File: config.mk
export PLATFORM = sky130hd
export DESIGN_NAME = bus_arbiter_rr_flat
export DESIGN_NICKNAME = d
export VERILOG_FILES = /design/src/rtl/bus_arbiter_pkg.sv /design/src/rtl/bus_arbiter_rr_if.sv /design/src/rtl/bus_arbiter_rr_pick.sv /design/src/rtl/bus_arbiter_rr.sv /design/src/flat_wrapper.sv
export SDC_FILE = /design/constraint.sdc
export NUM_CORES = 1
export LEC_CHECK = 0
export BUFFER_PORTS_ARGS = -buffer_cell sky130_fd_sc_hd__buf_2
export CORE_AREA = 2 2 137 139
export DETAILED_ROUTE_END_ITERATION = 6
export DIE_AREA = 0 0 139 141
export PLACE_DENSITY = 0.79
export SLEW_MARGIN = 20
export SYNTH_ARGS = -nofsm -noshare
export SYNTH_HDL_FRONTEND = slang
export SYNTH_HIERARCHICAL = 1
export SYNTH_SLANG_ARGS = --single-unit
export TNS_END_PERCENT = 1
File: constraint.sdc
create_clock -name CLK -period 3.1 [get_ports CLK]
set_clock_uncertainty 0.2 [all_clocks]
set_input_delay 0.465 -clock CLK [delete_from_list [all_inputs] [get_ports CLK]]
set_output_delay 0.465 -clock CLK [all_outputs]
set_load 0.01 [all_outputs]
File: src/rtl/bus_arbiter_pkg.sv
// Shared types for the round-robin bus arbiter.
//   arb_state_e : arbiter FSM states
//   slot_ctl_t  : per-core latched strobes, target select and access control
//   grant_width : width of the owner index for a given core count (minimum 1)
package bus_arbiter_pkg;

  typedef enum logic [1:0] {
    ST_IDLE  = 2'd0,
    ST_ISSUE = 2'd1,
    ST_WAIT  = 2'd2
  } arb_state_e;

  // Address and write data are sized by the arbiter's AW/DW parameters,
  // so they are held in arrays next to this record rather than inside it.
  typedef struct packed {
    logic       le;
    logic       we;
    logic       dram;
    logic [2:0] ctrl;
  } slot_ctl_t;

  function automatic int unsigned grant_width(input int unsigned n);
    return (n > 1) ? $clog2(n) : 1;
  endfunction

endpackage

File: src/rtl/bus_arbiter_rr_if.sv
// Core-side and shared-port signals of the round-robin bus arbiter.
//   slave  : arbiter view (takes core requests, drives the shared port)
//   master : environment view (cores plus downstream system)
interface bus_arbiter_rr_if #(
  parameter int unsigned NCORES = 2,
  parameter int unsigned AW     = 32,
  parameter int unsigned DW     = 32
);
  logic [NCORES-1:0]    c_le;
  logic [NCORES-1:0]    c_we;
  logic [NCORES-1:0]    c_dram;
  logic [NCORES-1:0]    c_lock;
  logic [NCORES*AW-1:0] c_addr;
  logic [NCORES*DW-1:0] c_wdata;
  logic [NCORES*3-1:0]  c_ctrl;
  logic [NCORES-1:0]    c_busy;
  logic [NCORES*DW-1:0] c_rdata;

  logic                 m_le;
  logic                 m_we;
  logic                 m_dram;
  logic [AW-1:0]        m_addr;
  logic [DW-1:0]        m_wdata;
  logic [2:0]           m_ctrl;
  logic                 m_busy;
  logic [DW-1:0]        m_rdata;

  modport slave (
    input  c_le, c_we, c_dram, c_lock, c_addr, c_wdata, c_ctrl,
    output c_busy, c_rdata,
    output m_le, m_we, m_dram, m_addr, m_wdata, m_ctrl,
    input  m_busy, m_rdata
  );

  modport master (
    output c_le, c_we, c_dram, c_lock, c_addr, c_wdata, c_ctrl,
    input  c_busy, c_rdata,
    input  m_le, m_we, m_dram, m_addr, m_wdata, m_ctrl,
    output m_busy, m_rdata
  );
endinterface

File: src/rtl/bus_arbiter_rr_pick.sv
// Round-robin winner selection with lock override.
//   req   : pending request mask
//   last  : current owner index
//   lock  : owner holds the bus; only 'last' may win
//   idx   : selected index (valid only when 'valid' is high)
//   valid : some eligible request exists
module rr_pick #(
  parameter int unsigned N  = 2,
  parameter int unsigned GW = 1
) (
  input  logic [N-1:0]  req,
  input  logic [GW-1:0] last,
  input  logic          lock,
  output logic [GW-1:0] idx,
  output logic          valid
);

  always_comb begin
    int unsigned c;
    c     = 0;
    idx   = last;
    valid = 1'b0;
    if (lock) begin
      valid = req[last];
    end else begin
      // Scan last+1 .. last+N so the previous owner has lowest priority.
      for (int unsigned k = 1; k <= N; k++) begin
        c = (int'(last) + k) % N;
        if (!valid && req[c[GW-1:0]]) begin
          idx   = c[GW-1:0];
          valid = 1'b1;
        end
      end
    end
  end

endmodule

File: src/rtl/bus_arbiter_rr.sv
// Round-robin arbiter sharing one downstream bus port among NCORES cores.
//   CLK, RST_X : clock, asynchronous active-low reset
//   bus        : core request/response signals and the shared port (slave view)
//   grant      : current owner index
//   err        : sticky protocol error (request while busy, m_busy in IDLE)
module bus_arbiter_rr
  import bus_arbiter_pkg::*;
#(
  parameter  int unsigned NCORES = 2,
  parameter  int unsigned AW     = 32,
  parameter  int unsigned DW     = 32,
  localparam int unsigned GW     = grant_width(NCORES)
) (
  input  logic             CLK,
  input  logic             RST_X,
  bus_arbiter_rr_if.slave  bus,
  output logic [GW-1:0]    grant,
  output logic             err
);

  arb_state_e           state;
  slot_ctl_t            slot_ctl   [NCORES];
  logic [AW-1:0]        slot_addr  [NCORES];
  logic [DW-1:0]        slot_wdata [NCORES];
  logic [NCORES-1:0]    pending;
  logic [NCORES-1:0]    busy_q;
  logic [NCORES*DW-1:0] rdata_q;
  logic                 m_le_q;
  logic                 m_we_q;

  logic [NCORES-1:0]    new_req;
  logic                 done;
  logic [GW-1:0]        pick_idx;
  logic                 pick_valid;

  assign new_req = bus.c_le | bus.c_we;
  assign done    = (state == ST_WAIT) && !bus.m_busy;

  rr_pick #(.N(NCORES), .GW(GW)) u_pick (
    .req   (pending),
    .last  (grant),
    .lock  (bus.c_lock[grant]),
    .idx   (pick_idx),
    .valid (pick_valid)
  );

  assign bus.c_busy  = busy_q;
  assign bus.c_rdata = rdata_q;
  assign bus.m_le    = m_le_q;
  assign bus.m_we    = m_we_q;
  assign bus.m_dram  = slot_ctl[grant].dram;
  assign bus.m_ctrl  = slot_ctl[grant].ctrl;
  assign bus.m_addr  = slot_addr[grant];
  assign bus.m_wdata = slot_wdata[grant];

  always_ff @(posedge CLK or negedge RST_X) begin
    if (!RST_X) begin
      state   <= ST_IDLE;
      grant   <= '0;
      pending <= '0;
      busy_q  <= '0;
      rdata_q <= '0;
      m_le_q  <= 1'b0;
      m_we_q  <= 1'b0;
      err     <= 1'b0;
      for (int unsigned i = 0; i < NCORES; i++) begin
        slot_ctl[i]   <= '0;
        slot_addr[i]  <= '0;
        slot_wdata[i] <= '0;
      end
    end else begin
      if (done) begin
        busy_q[grant]  <= 1'b0;
        pending[grant] <= 1'b0;
        // Writes leave the last read data in place.
        if (slot_ctl[grant].le) rdata_q[grant*DW +: DW] <= bus.m_rdata;
      end

      // Placed after the completion clear so an owner re-request on its
      // completion edge wins over the clear.
      for (int unsigned i = 0; i < NCORES; i++) begin
        if (new_req[i]) begin
          if (busy_q[i] && !(done && grant == GW'(i))) begin
            err <= 1'b1;
          end else begin
            slot_ctl[i]   <= '{le:   bus.c_le[i],
                               we:   bus.c_we[i],
                               dram: bus.c_dram[i],
                               ctrl: bus.c_ctrl[i*3 +: 3]};
            slot_addr[i]  <= bus.c_addr[i*AW +: AW];
            slot_wdata[i] <= bus.c_wdata[i*DW +: DW];
            pending[i]    <= 1'b1;
            busy_q[i]     <= 1'b1;
          end
        end
      end

      case (state)
        ST_IDLE: begin
          if (bus.m_busy) err <= 1'b1;
          if (pick_valid) begin
            grant  <= pick_idx;
            m_le_q <= slot_ctl[pick_idx].le;
            m_we_q <= slot_ctl[pick_idx].we;
            state  <= ST_ISSUE;
          end
        end
        ST_ISSUE: begin
          if (bus.m_busy) begin
            m_le_q <= 1'b0;
            m_we_q <= 1'b0;
            state  <= ST_WAIT;
          end
        end
        ST_WAIT: begin
          if (!bus.m_busy) state <= ST_IDLE;
        end
        default: begin
          m_le_q <= 1'b0;
          m_we_q <= 1'b0;
          state  <= ST_IDLE;
        end
      endcase
    end
  end

endmodule

File: src/flat_wrapper.sv
// flat-port wrapper written by rule: the top's interface ports become plain ports
module bus_arbiter_rr_flat import bus_arbiter_pkg::*;
#(
  parameter  int unsigned NCORES = 2,
  parameter  int unsigned AW     = 32,
  parameter  int unsigned DW     = 32,
  localparam int unsigned GW     = grant_width(NCORES)
)
  (CLK, RST_X, grant, err, bus_c_le, bus_c_we, bus_c_dram, bus_c_lock, bus_c_addr, bus_c_wdata, bus_c_ctrl, bus_c_busy, bus_c_rdata, bus_m_le, bus_m_we, bus_m_dram, bus_m_addr, bus_m_wdata, bus_m_ctrl, bus_m_busy, bus_m_rdata);
  bus_arbiter_rr_if #(.NCORES(NCORES), .AW(AW), .DW(DW)) bus_i ();
  input  logic CLK;
  input  logic RST_X;
  output logic [GW-1:0] grant;
  output logic err;
  input wire logic [$bits(bus_i.c_le)-1:0] bus_c_le;
  input wire logic [$bits(bus_i.c_we)-1:0] bus_c_we;
  input wire logic [$bits(bus_i.c_dram)-1:0] bus_c_dram;
  input wire logic [$bits(bus_i.c_lock)-1:0] bus_c_lock;
  input wire logic [$bits(bus_i.c_addr)-1:0] bus_c_addr;
  input wire logic [$bits(bus_i.c_wdata)-1:0] bus_c_wdata;
  input wire logic [$bits(bus_i.c_ctrl)-1:0] bus_c_ctrl;
  output wire logic [$bits(bus_i.c_busy)-1:0] bus_c_busy;
  output wire logic [$bits(bus_i.c_rdata)-1:0] bus_c_rdata;
  output wire logic [$bits(bus_i.m_le)-1:0] bus_m_le;
  output wire logic [$bits(bus_i.m_we)-1:0] bus_m_we;
  output wire logic [$bits(bus_i.m_dram)-1:0] bus_m_dram;
  output wire logic [$bits(bus_i.m_addr)-1:0] bus_m_addr;
  output wire logic [$bits(bus_i.m_wdata)-1:0] bus_m_wdata;
  output wire logic [$bits(bus_i.m_ctrl)-1:0] bus_m_ctrl;
  input wire logic [$bits(bus_i.m_busy)-1:0] bus_m_busy;
  input wire logic [$bits(bus_i.m_rdata)-1:0] bus_m_rdata;
  assign bus_i.c_le = bus_c_le;
  assign bus_i.c_we = bus_c_we;
  assign bus_i.c_dram = bus_c_dram;
  assign bus_i.c_lock = bus_c_lock;
  assign bus_i.c_addr = bus_c_addr;
  assign bus_i.c_wdata = bus_c_wdata;
  assign bus_i.c_ctrl = bus_c_ctrl;
  assign bus_c_busy = bus_i.c_busy;
  assign bus_c_rdata = bus_i.c_rdata;
  assign bus_m_le = bus_i.m_le;
  assign bus_m_we = bus_i.m_we;
  assign bus_m_dram = bus_i.m_dram;
  assign bus_m_addr = bus_i.m_addr;
  assign bus_m_wdata = bus_i.m_wdata;
  assign bus_m_ctrl = bus_i.m_ctrl;
  assign bus_i.m_busy = bus_m_busy;
  assign bus_i.m_rdata = bus_m_rdata;
  bus_arbiter_rr #(.NCORES(NCORES), .AW(AW), .DW(DW)) u_core (.CLK(CLK), .RST_X(RST_X), .bus(bus_i), .grant(grant), .err(err));
endmodule
==> results by group, run 1 <==
Yosys
  • Dominant synthesized flop cell: dfrtp_1
  • Mapped Nets: 743
  • Post-synthesis compound-gate area fraction: 1.671%
  • Synth area leader: dfrtp_1
  • Netlist cell types: 33
  • Mux contribution to synthesized area: 34.71%
  • Cells after Synth: 566
  • Synth warn: 6
  • Adder-cell area share of the yosys netlist: 0%
  • Mean Syn Cell Area: 15.74 sq um
  • Post-synth EDFFs: 0
  • Sequential share of the synthesized area: 60.10%
  • Asr flop ratio synth: 100.0%
  • Synth Area in Simple Gates: 1.306%
  • Largest family of logic cells by synthesized area: multiplexers
  • Share of the synthesized area in the top cell type: 60.10%
  • XOR/XNOR share of the synthesized area: 0.09830%
  • Mapped Area: 0.008910 sq mm
  • Yosys reg bits: 214
  • Synth area leaders: dfrtp_1 (60%), mux2_2 (33%), mux2_1 (1.1%), buf_2 (0.67%), clkbuf_1 (0.46%)

CTS
  • Latest clock arrival within the worst-skew pair: 0.49 ns
  • Bufs on Longest Clock Path: 3
  • H-tree Lvls: 1
  • PostCTS Resize Cnt: 0
  • Clk sinks: 214
  • Root buffer cell: clkbuf_16
  • Post-CTS setup buffer count: 0
  • Clk slew on worst S/H paths: 0.06 ns
  • Post-CTS Hold Buffers: 120
  • CTS Buf Count: 23
  • CTS tree: done

Final layout
  • Final net count: 1183
  • Final Cell Area: 0.01282 sq mm
  • Most frequent cells in the layout: buf_2 (313), mux2_2 (263), dfrtp_1 (213)
  • Area Overhead vs Synth: 43.87%
  • Layout cell share with drive strength beyond 1: 61.67%
  • Commonest non-fill, non-tap cell in the layout: buf_2
  • # fillers: 1202
  • Area taken by multi-input logic gates: 0.003374 sq mm
  • Seq. cell area: 0.005359 sq mm

Critical path
  • Crit. End Element: primary output
  • Startpoint Class: register
  • Slowest cell delay on critical path: 0.50 ns
  • Worst Path Buf+Inv: 2
  • Slowest CP cell: dfrtp_4
  • Worst EP arrival: 1.98 ns
  • R2R Path End: u_core/slot_addr[37]
  • Worst R2R Path Depth: 4
  • CP Max Fanout: 69
  • CP startpoint: u_core/grant
  • Reg-to-reg slack, setup: 0.63 ns
  • Crit-path cells: buf_12, mux2_2, buf_2
  • Reg2reg start: u_core/grant
  • Crit path kind: register to primary output
  • Top delay family on crit path: flip-flops
  • Worst Path Required: 2.43 ns

Floorplanning
  • Die Y: 141 microns
  • Initial Util: 48.77%
  • Rows: 50
  • Io pins: 315
  • Die width: 139 microns
  • Total die area: 0.01960 sq mm
  • Std-Cell Core Area: 0.01827 sq mm

STA
  • Final WS setup: 0.4543 ns
  • Worst slew margin: 51.67%
  • Tmin final: 2.646 ns
  • Achievable Freq: 0.3780 GHz
  • Final hold vios: 0
  • Final period utilization: 85.34%
  • RSZ-0062 raised after global routing: no
  • Final setup TNS: 0 ns
  • Final Max Tran Viols: 0
  • Finish-stage setup viols: 0
  • Worst Tran Pin Value: 0.7228 ns

Min path
  • Hold EP: u_core/slot_ctl[1]
  • Worst Hold Depth: 2
  • Worst Hold Class: input port to register
  • Hold_sp: bus_c_ctrl[4]

Routing
  • Initial DRC Count: 193
  • Routed len/inst: 18.75 microns
  • Met1 WL: 8.887 mm
  • TritonRoute pass-1 iters: 4
  • DR WL met2: 12.31 mm
  • Drt drc: 0
  • Final wirelength: 23.55 mm
  • DR top layer: met4
  • Vias post-DR: 6421
  • Antenna Nets Post-Route: 0
  • Via density: 5.112
  • Routed wl met3: 1.685 mm

Power
  • VDD IR max: 0.0006624 V
  • Pleak: 0.006189 uW
  • Design Power: 12750 uW
  • Cell Pwr Density: 994.5 mW/mm^2

Global route
  • Vias in the first global route: 6851
  • Gr ovfl total: 0
  • Largest net degree at the start of global routing: 70
  • First-pass GRT wire length: 36.42 mm
  • Gr usage total: 23.00%
  • Antenna violations before repair: 2

Placed design
  • Placed instance area: 0.01079 sq mm
  • Final GP Congestion: 0.7957
  • Pre-CTS setup slack: 0.6181 ns
  • Input/output buffers: 314
  • HPWL Detailed: 14.26 mm

Run status
  • Outcome: complete, no violations

Flow run
  • Max_cap viols: 0
-- registers in the layout (all words and copies together) (netlist names) --
register and count:
u_core/bus.c_rdata 64, u_core/slot_addr 64, u_core/slot_wdata 64, u_core/slot_ctl 12, u_core/bus.c_busy 2, u_core/pending 2, u_core/state 2, u_core/bus.m_le 1
u_core/bus.m_we 1, u_core/err 1, u_core/grant 1
-- stage by stage --
step	util, %	std cells	hold slack [ns]
global placement	59.05	1093	0.2274
floorplan	-	566	-0.03059
CTS	70.03	1252	0.0002068
detailed placement	59.05	1093	0.2231
global route	70.17	1256	0.002692
finish	70.17	1256	0.009603
-- Yosys cell counts (2+ instances only) --
master	count
buf_2	12
mux2_2	263
a21oi_1	2
dfrtp_1	214
nand2_1	6
nor3_1	2
inv_1	5
a22o_1	4
a21o_1	2
mux2_1	9
mux2i_1	3
o21ai_0	5
buf_4	5
clkbuf_1	11
nor2_1	5
-- cell families after synthesis --
logic type | after synthesis
buffers and inverters | 36
multiplexers | 275
XOR/XNOR | 1
AO/OA/AOI/OAI | 20
flip-flops | 214
AND/OR/NAND/NOR | 20
-- routing by layer --
layer	vias up	GRT usage (%)
li1	2924	-
met1	3197	27.02
met2	252	41.77
met3	48	6.046
met4	0	6.486
met5	-	0
-- layout make-up --
class | count | share of cell area [%]
Multi-Input combinational cell | 316 | 26.33
Antenna cell | 2 | 0.03904
Timing Repair Buffer | 446 | 23.12
Clock inverter | 11 | 1.406
Sequential cell | 214 | 41.81
Clock buffer | 28 | 4.871
Tap cell | 234 | 2.284
Inverter | 5 | 0.1464
-- worst max path at each step --
stage	slack [ns]	to	cells past startpoint
floorplan	0.37	u_core/bus.m_le	9
global route	0.39	bus_m_wdata[31]	3
global placement	0.64	u_core/slot_addr[44]	5
finish	0.45	bus_m_wdata[31]	3
detailed placement	0.62	u_core/slot_addr[53]	5
CTS	0.45	bus_m_wdata[31]	3
-- power by group --
group,leakage (uW),switching (uW),internal [uW]
combinational,0.00318,2160,2750
sequential,0.00260,771,4150
clock,0.000402,1080,1840
total,0.00619,4010,8740
-- worst reg2reg max path, delay by kind of cell (launching register included) --
family	cells	cell delay, ns
compound gates	1	0.20
simple gates	1	0.59
mux	1	0.42
flops	1	0.54
buf+inv	1	0.40
No activity file was read; power rests on OpenSTA's default activity.
==> run 2: changes to the inputs <==
--- a/config.mk
+++ b/config.mk
@@ -5,10 +5,11 @@
 export SDC_FILE = /design/constraint.sdc
 export NUM_CORES = 1
 export LEC_CHECK = 0
+export ABC_AREA = 1
 export BUFFER_PORTS_ARGS = -buffer_cell sky130_fd_sc_hd__buf_2
-export CORE_AREA = 2 2 137 139
+export CORE_AREA = 2 2 139 141
 export DETAILED_ROUTE_END_ITERATION = 6
-export DIE_AREA = 0 0 139 141
+export DIE_AREA = 0 0 141 143
 export PLACE_DENSITY = 0.79
 export SLEW_MARGIN = 20
 export SYNTH_ARGS = -nofsm -noshare
==> constraint.sdc (replaced) <==
create_clock -name CLK -period 3.1 [get_ports CLK]
set_clock_uncertainty 0.2 [all_clocks]
set_input_delay 0.155 -clock CLK [delete_from_list [all_inputs] [get_ports CLK]]
set_output_delay 0.155 -clock CLK [all_outputs]
set_load 0.01 [all_outputs]
==> run 2 against run 1 <==
Net effect:
- non-clock buffer count rose by 61
- sequential share of layout area fell by 2.0 points
- cell area rose by 4.9%
- first-iteration DRC count rose to 4.2 times the previous value
- register-to-register slack improved by 0.05 ns
- global-route usage rose by 8.1 points
- sequential cell count did not move
- final cell count rose by 48%
- largest power group unchanged
==> results by group, run 2 <==
Floorplanning
  • Std-Cell Core Area: 0.01858 sq mm
  • Total die area: 0.02016 sq mm
  • Initial Util: 50.13%
  • Io pins: 315
  • Rows: 50
  • Die Y: 143 microns
  • Die width: 141 microns

Placed design
  • Final GP Congestion: 0.8088
  • Input/output buffers: 314
  • HPWL Detailed: 17.35 mm
  • Placed instance area: 0.01097 sq mm

Critical path
  • Startpoint Class: register
  • Reg-to-reg slack, setup: 0.68 ns
  • Crit path kind: register to primary output
  • CP Max Fanout: 29
  • Worst R2R Path Depth: 3
  • Worst Path Required: 2.74 ns
  • R2R Path End: u_core/bus.c_rdata[25]
  • Reg2reg start: u_core/grant
  • Crit. End Element: primary output
  • Worst EP arrival: 2.24 ns

Final layout
  • Seq. cell area: 0.005356 sq mm
  • Area Overhead vs Synth: 44.30%
  • Final net count: 1781
  • # fillers: 1292
  • Final Cell Area: 0.01344 sq mm
  • # diodes: 0
  • Most frequent cells in the layout: nand2_1 (585), buf_2 (313), dfrtp_1 (213)
  • Commonest non-fill, non-tap cell in the layout: nand2_1
  • Area taken by multi-input logic gates: 0.003398 sq mm
  • Layout cell share with drive strength beyond 1: 23.46%

Yosys
  • Asr flop ratio synth: 100.0%
  • Synth top cells by count: nand2_1 (585), dfrtp_1 (214), nand3_1 (142)
  • Top-count cell post-synth: nand2_1
  • Mean Syn Cell Area: 8.149 sq um
  • Mapped Nets: 1320
  • Share of the synthesized area in the top cell type: 57.50%
  • Sequential share of the synthesized area: 57.50%
  • Synth area leaders: dfrtp_1 (57%), nand2_1 (24%), nand3_1 (7.6%), o21ai_0 (3.4%), inv_1 (1.6%)
  • Netlist cell types: 20
  • Post-synth EDFFs: 0
  • Mapped Area: 0.009314 sq mm
  • Yosys reg bits: 214
  • Synth warn: 6
  • Synth area leader: dfrtp_1
  • Dominant synthesized flop cell: dfrtp_1
  • Cells after Synth: 1143

Routing
  • Antenna Nets Post-Route: 0
  • Routed len/inst: 17.12 microns
  • Final wirelength: 31.74 mm
  • Drt drc: 0
  • TritonRoute pass-1 iters: 6
  • Via density: 5.332
  • Initial DRC Count: 818
  • Vias post-DR: 9885

Power
  • VDD IR max: 0.0005486 V
  • Cell Pwr Density: 868.5 mW/mm^2
  • Pleak: 0.007625 uW
  • Design Power: 11670 uW

CTS
  • Bufs on Longest Clock Path: 3
  • H-tree Lvls: 1
  • Clk slew on worst S/H paths: 0.06 ns
  • CTS tree: done
  • Clk sinks: 214
  • Root buffer cell: clkbuf_16
  • Post-CTS setup buffer count: 0
  • CTS Buf Count: 23
  • Latest clock arrival within the worst-skew pair: 0.50 ns

Global route
  • Gr ovfl total: 0
  • Vias in the first global route: 10330
  • Antenna violations before repair: 0
  • First-pass GRT wire length: 50.08 mm
  • Largest net degree at the start of global routing: 91
  • Gr usage total: 31.07%

STA
  • Worst slew margin: 42.17%
  • Final period utilization: 83.65%
  • Worst Tran Pin Value: 0.8674 ns
  • Final hold vios: 0
  • Tmin final: 2.593 ns
  • Finish-stage setup viols: 0
  • RSZ-0062 raised after global routing: no
  • Achievable Freq: 0.3856 GHz
  • Final setup TNS: 0 ns
  • Final Max Tran Viols: 0

Run status
  • Outcome: complete, no violations

Min path
  • Worst Hold Class: input port to asynchronous set/reset pin

Flow run
  • Max_cap viols: 0
==> run 2: critical path, cell delays in order (launching register included) <==
cell	delay, ns
dfrtp_2	0.54
inv_2	0.42
buf_4	0.42
nand2_1	0.13
nand2_1	0.09
buf_2	0.13
==> run 2: per-stage QoR <==
stage	cells	setup WS, ns	util (%)	hold slack [ns]
final	1854	0.5068	72.34	0.04270
after global routing	1854	0.3972	72.34	0.1056
after CTS	1854	0.5470	72.34	0.04222
after detailed placement	1639	0.8850	59.06	0.01850
after global placement	1639	1.005	59.06	0.01033
after floorplan	1143	1.153	-	-0.3406
==> run 2: repair_timing <==
| item | CTS | global route |
|---|---|---|
| endpoints found under the hold margin | 296 | 0 |
| resized for setup | 0 | 0 |
| hold buffers | 174 | 0 |
==> run 2: kinds of logic (layout without fill, tap and decap cells) <==
group	count (synthesis)	after routing	share of synthesized area (%)
DFF	214	214	57.50
AOI/OAI and AO/OA	71	71	3.815
buffers and inverters	115	592	6.018
and+or+nand+nor	743	743	32.67
==> run 2: how the worst max path moves through the flow <==
| stage | start | endpoint | slack [ns] | cells past startpoint |
|---|---|---|---|---|
| global placement | u_core/grant | u_core/bus.c_rdata[2] | 1.01 | 3 |
| finish | u_core/grant | bus_m_addr[8] | 0.51 | 5 |
| CTS | u_core/grant | bus_m_ctrl[2] | 0.55 | 5 |
| floorplan | u_core/grant | u_core/bus.m_le | 1.15 | 12 |
| detailed placement | u_core/grant | u_core/bus.c_rdata[0] | 0.88 | 3 |
| global route | u_core/grant | bus_m_dram | 0.40 | 5 |
==> run 2: routing by layer <==
metal	wire length [microns]	global-route usage (%)	vias to the layer above
met5	0	0	-
met2	16020	55.25	610
met4	1763	17.53	0
li1	-	-	4498
met1	11560	35.65	4611
met3	2394	5.399	166
==> run 2: area by class of cell <==
| type | count | area share [%] |
|---|---|---|
| Clock buffer | 36 | 4.794 |
| Clock inverter | 5 | 0.5958 |
| Inverter | 44 | 1.229 |
| Multi-Input combinational cell | 814 | 25.28 |
| Sequential cell | 214 | 39.85 |
| Tap cell | 234 | 2.178 |
| Timing Repair Buffer | 507 | 26.07 |
==> run 2: where the power goes <==
| part | internal (uW) | switching [uW] | total [uW] | leakage, uW |
|---|---|---|---|---|
| Clock | 1590 | 1080 | 2670 | 0.000343 |
| Sequential | 3960 | 724 | 4690 | 0.00275 |
| Combinational | 1640 | 2670 | 4310 | 0.00453 |
